==> src/rtl/no_samples_in_counter.sv <==
// Input-sample counter for the FFT front end: counts accepted samples per
// frame, strobes per sample and on frame completion.
// Ports: clk, n_reset (sync, active-low), input_ena (sample valid),
//   iter_strobe (frame complete pulse), it_count_strobe (per-sample pulse),
//   samples_in_count_out (samples in current frame, 0..N_SAMPLES).
// Macro NO_SAMPLES_EDGE_DETECT_EN: accept only on 0->1 edges of input_ena.
`default_nettype none

module no_samples_in_counter #(
  parameter int N_SAMPLES = 64,
  parameter int COUNT_W   = 7
) (
  input  logic               clk,
  input  logic               n_reset,
  input  logic               input_ena,
  output logic               iter_strobe,
  output logic               it_count_strobe,
  output logic [COUNT_W-1:0] samples_in_count_out
);

  localparam logic [COUNT_W-1:0] LAST = COUNT_W'(N_SAMPLES - 1);
  localparam logic [COUNT_W-1:0] FULL = COUNT_W'(N_SAMPLES);
  localparam logic [COUNT_W-1:0] ONE  = COUNT_W'(1);

  logic               accept;
  logic               frame_full;
  logic               frame_full_nxt;
  logic               iter_nxt;
  logic [COUNT_W-1:0] count_nxt;

`ifdef NO_SAMPLES_EDGE_DETECT_EN
  // Resets high so a level already asserted at reset release is ignored.
  logic ena_prev;

  always_ff @(posedge clk) begin
    if (!n_reset) begin
      ena_prev <= 1'b1;
    end else begin
      ena_prev <= input_ena;
    end
  end

  assign accept = input_ena & ~ena_prev;
`else
  assign accept = input_ena;
`endif

  always_comb begin
    count_nxt      = samples_in_count_out;
    frame_full_nxt = frame_full;
    iter_nxt       = 1'b0;
    if (accept) begin
      unique case (1'b1)
        frame_full: begin
          // First sample of a new frame.
          count_nxt      = ONE;
          frame_full_nxt = 1'b0;
        end
        (samples_in_count_out == LAST): begin
          count_nxt      = FULL;
          frame_full_nxt = 1'b1;
          iter_nxt       = 1'b1;
        end
        default: begin
          count_nxt = samples_in_count_out + ONE;
        end
      endcase
    end
  end

  always_ff @(posedge clk) begin
    if (!n_reset) begin
      samples_in_count_out <= '0;
      frame_full           <= 1'b0;
      iter_strobe          <= 1'b0;
      it_count_strobe      <= 1'b0;
    end else begin
      samples_in_count_out <= count_nxt;
      frame_full           <= frame_full_nxt;
      iter_strobe          <= iter_nxt;
      it_count_strobe      <= accept;
    end
  end

endmodule

`default_nettype wire

==> config.mk <==
export PLATFORM = sky130hd
export DESIGN_NAME = no_samples_in_counter
export DESIGN_NICKNAME = d
export VERILOG_FILES = /design/src/rtl/no_samples_in_counter.sv
export SDC_FILE = /design/constraint.sdc
export NUM_CORES = 1
export LEC_CHECK = 0
export BUFFER_PORTS_ARGS = -buffer_cell sky130_fd_sc_hd__buf_2
export CORE_AREA = 3 3 40 42
export CTS_CLUSTER_DIAMETER = 60
export DETAILED_ROUTE_END_ITERATION = 12
export DIE_AREA = 0 0 43 45
export GPL_ROUTABILITY_DRIVEN = 0
export GPL_TIMING_DRIVEN = 0
export PLACE_DENSITY = 0.54
export SYNTH_ARGS = -nofsm -noshare
export SYNTH_HDL_FRONTEND = slang
export SYNTH_SLANG_ARGS = --single-unit
==> constraint.sdc <==
create_clock -name clk -period 1.51 [get_ports clk]
set_input_delay 0.302 -clock clk [delete_from_list [all_inputs] [get_ports clk]]
set_output_delay 0.302 -clock clk [all_outputs]
set_load 0.1 [all_outputs]
Word-level counts from Yosys, hierarchy flattened
Index checks and enable logic that the tools add are counted.

cells by class
  add/subtract/negate cells = 1
  equality and inequality tests = 1
  mux-type cells = 2
  reductions and logical operators = 1

operator list
  cell                                           count
  one-hot mux 7 bit (2 select lines)             1
  adder 7 x 1 -> 7 bit, second input constant    1
  == test 7 x 6 -> 1 bit, second input constant  1
  AND reduction 2 bit                            1
  2-to-1 mux 1 bit                               1

storage, ports and cells
  register bits = 10
  input port bits = 3
  output and inout bits = 9

Depth between registers and ports, before layout
  depth after elaboration = 2
  mapped depth = 4
  depth with buffers taken out = 4

Worst setup path before layout
OpenSTA, ideal clock, no wires.

  kind = register to register
  start = register samples_in_count_out[0]
  end = register samples_in_count_out[1]
  library setup time = 0.124 ns
  arrival = 1.891 ns
  required time = 1.386 ns
  slack = -0.505 ns
  cell stages (with the launch flop) = 5
  path buffers = 0
  cell sequence = dfxtp_1 > ha_1 > nand4_2 > o21ai_1 > nor2_1

on the way
  word-level cells in the longest chain between the ends = 2

ends and longest elaborated chain
  item                                                            RTL line  source
  start: declaration                                              18        output logic [COUNT_W-1:0] samples_in_count_out
  start signal: assignment                                        78        samples_in_count_out <= count_nxt;
  adder 7 x 1 -> 7 bit or == test 7 x 6 -> 1 bit (tied branches)  65, 59
  one-hot mux 7 bit (2 select lines) *                            53        unique case (1'b1)

Every way passes the cells marked *; elsewhere a longest branch is shown, timed or not.
A chain may end at the register's enable or synchronous reset.

Worst setup path in the final report
  start = register samples_in_count_out[2]
  end = output samples_in_count_out[2]

No word-level cell between the ends.

==> flow_metrics.env <==
export IMPL_status="complete, no violations"
export IMPL_portBuffers=10
export IMPL_slew_viol_final=0
export IMPL_crit_chain="buf_2"
export IMPL_first_pass_iters=4
export IMPL_drt_total_wl_microns=750
export IMPL_tns_ns=0
export IMPL_rsz0062_at_grt="false"
export IMPL_hold_buffers=0
export IMPL_hold_viol_final=0
export IMPL_path_clk_slew_ns=0.07
export IMPL_grt_use_total_pct=9.36
export IMPL_root_buffer="clkbuf_4"
export IMPL_yosysUniqueCellTypes=21
export IMPL_placed_cell_area_sq_um=513
export IMPL_fin_nets=62
export IMPL_fin_crit_sh_pct=91.3
export IMPL_initial_core_util_pct=33.5
export IMPL_setup_viol=0
export IMPL_dp_hpwl_microns=571
export IMPL_cts_tree="done"
export IMPL_maxCapViolations=0
export IMPL_critPathTopFamily="buffers and inverters"
export IMPL_tightestPinTransition_ns=0.486
export IMPL_fp_dieH_microns=45
export IMPL_worst_path_largest_cell_delay_ns=0.44
export IMPL_finalClockSkew_ns=0.00340
export IMPL_synthesis_nets=47
export IMPL_multiInputGateArea_sq_um=211
export IMPL_rows=13
export IMPL_ys_ff_latch=10
export IMPL_postCtsResizedCells=0
export IMPL_static_leakage_power_nw=0.246
export IMPL_register_area_sq_um=214
export IMPL_stdcell_area_sq_um=549
export IMPL_powerDensity_nw_per_um2=1070
export IMPL_grt_pass1_wl_mm=1.28
export IMPL_grt_pass1_vias=313
export IMPL_end_kind="primary output"
export IMPL_ios=12
export IMPL_n_fill_cell=144
export IMPL_ir_drop_uv=421
export IMPL_insertion_delay_ns=0.26
export IMPL_areaGrowthSynthToFinish_pct=27.6
export IMPL_ys_seq_area_share_pct=46.5
export IMPL_synth_area_sq_um=430
export IMPL_cp_required_ns=1.21
export IMPL_viasPerCell=4.90
export IMPL_postCtsSetupRepairBufs=0
export IMPL_drive_gt1_share_pct=43.9
export IMPL_max_freq_mhz=726
export IMPL_die_area_sq_um=1940
export IMPL_core_area_sq_um=1280
export IMPL_antenna_left=0
export IMPL_start_kind="flip-flop"
export IMPL_cts_sinks=10
export IMPL_hp_class="in -> reg"
export IMPL_crit_fanout=4
export IMPL_worst_path_max_delay_cell="buf_2"
export IMPL_antenna_found_initial=0
export IMPL_max_slew_margin_pct=67.8
export IMPL_yosysWarnings=0
export IMPL_grt_overflow=0
export IMPL_drc=0
export IMPL_diodes=0
export IMPL_min_period_ns=1.38
export IMPL_cts_buffers_inserted=3
export IMPL_arrival_ns=1.08
export IMPL_drt_wirelength_per_cell_microns=10.4
export IMPL_syn_inst=43
export IMPL_drt_iter0_drc=14
export IMPL_cts_htree_levels=1
export IMPL_syn_area_per_cell_sq_um=10.0
export IMPL_route_vias_total=353
export IMPL_critical_path_class="reg -> out"
export IMPL_grt_max_degree=10
export IMPL_clockBufferDepth=2
export IMPL_crit_buf_inv=1
export IMPL_die_w_microns=43
-- path summary, 6_finish.rpt --
path	start	endpoint	slack, ns	depth (start not counted)
max	samples_in_count_out[2]	samples_in_count_out[2]	0.13	1
min	input_ena	it_count_strobe	0.29	2
max reg2reg	samples_in_count_out[0]	samples_in_count_out[3]	0.16	4
min reg2reg	samples_in_count_out[6]	iter_strobe	0.47	1
-- synthesized netlist by cell type --
cell type / instances / area share, %
ha_1: 1 / 2.9
xnor2_1: 1 / 2.0
a21oi_1: 2 / 2.3
xor2_1: 2 / 4.1
nand3b_1: 1 / 1.7
buf_6: 1 / 2.6
nand2_1: 4 / 3.5
o21ai_1: 2 / 2.3
dfxtp_1: 10 / 47
a21boi_1: 1 / 1.7
o211ai_1: 1 / 1.7
mux2i_1: 1 / 2.3
inv_1: 2 / 1.7
nand4_2: 2 / 5.8
and2_1: 3 / 4.4
or3_1: 1 / 1.5
o21ai_0: 2 / 2.3
nor2_1: 3 / 2.6
nand2b_1: 1 / 1.5
o22ai_1: 1 / 1.5
nor4_4: 1 / 4.9
-- layer usage --
metal	track usage, %	up-vias	part of all wire [%]
met1	9.98	162	45
met2	14.1	10	46
met3	5.98	2	8.0
li1	-	179	-
met4	5.42	0	0.80
met5	0	-	0
-- logic make-up (layout without fill, tap and decap cells) --
| family | after synthesis | count (layout) | synth area share, % |
|---|---|---|---|
| DFF | 10 | 10 | 46.5 |
| and+or+nand+nor | 16 | 16 | 25.9 |
| AOI/OAI and AO/OA | 9 | 9 | 11.9 |
| adders and majority gates | 1 | 1 | 2.91 |
| buffers and inverters | 3 | 17 | 4.36 |
| muxes | 1 | 1 | 2.33 |
| xor gates and xnor gates | 3 | 3 | 6.11 |
-- metrics by stage --
| stage | util, % | hold slack (ns) | instances | power [W] | setup WS, ns |
|---|---|---|---|---|---|
| finish | 42.7 | 0.290 | 72 | 0.000590 | 0.132 |
| global route | 42.7 | 0.289 | 72 | 0.000621 | 0.0588 |
| CTS | 42.7 | 0.287 | 72 | 0.000600 | 0.117 |
| detailed placement | 39.9 | 0.462 | 68 | 0.000360 | 0.182 |
| global placement | 39.9 | 0.460 | 68 | 0.000360 | 0.165 |
| floorplan | - | 0.424 | 43 | 0.000347 | 0.0613 |
-- cells in the final DEF (no fill, tap or decap), drive strengths merged, types with 2 or more instances in the layout --
cell type and instances:
nor2 3, inv 2, xor2 2, nand4 2, a21oi 2, and2 3, o21ai 4, nand2 4
buf 11, dfxtp 10, clkbuf 4
-- sequential cells by signal, summed over array words and instances, names as in the netlist --
signal,flops
samples_in_count_out,7
frame_full,1
it_count_strobe,1
iter_strobe,1
-- final cells by class --
class | count | area share [%]
Multi-Input combinational cell | 30 | 38.5
Tap cell | 15 | 3.42
Clock buffer | 4 | 6.61
Sequential cell | 10 | 39.0
Buffer | 1 | 2.05
Timing Repair Buffer | 10 | 9.11
Inverter | 2 | 1.37
-- power by group --
part           internal, W  switching (W)
clock network     0.000146      0.0000901
logic            0.0000157      0.0000614
registers         0.000270     0.00000622
total             0.000432       0.000158
Power figures use the tool's default switching activity.
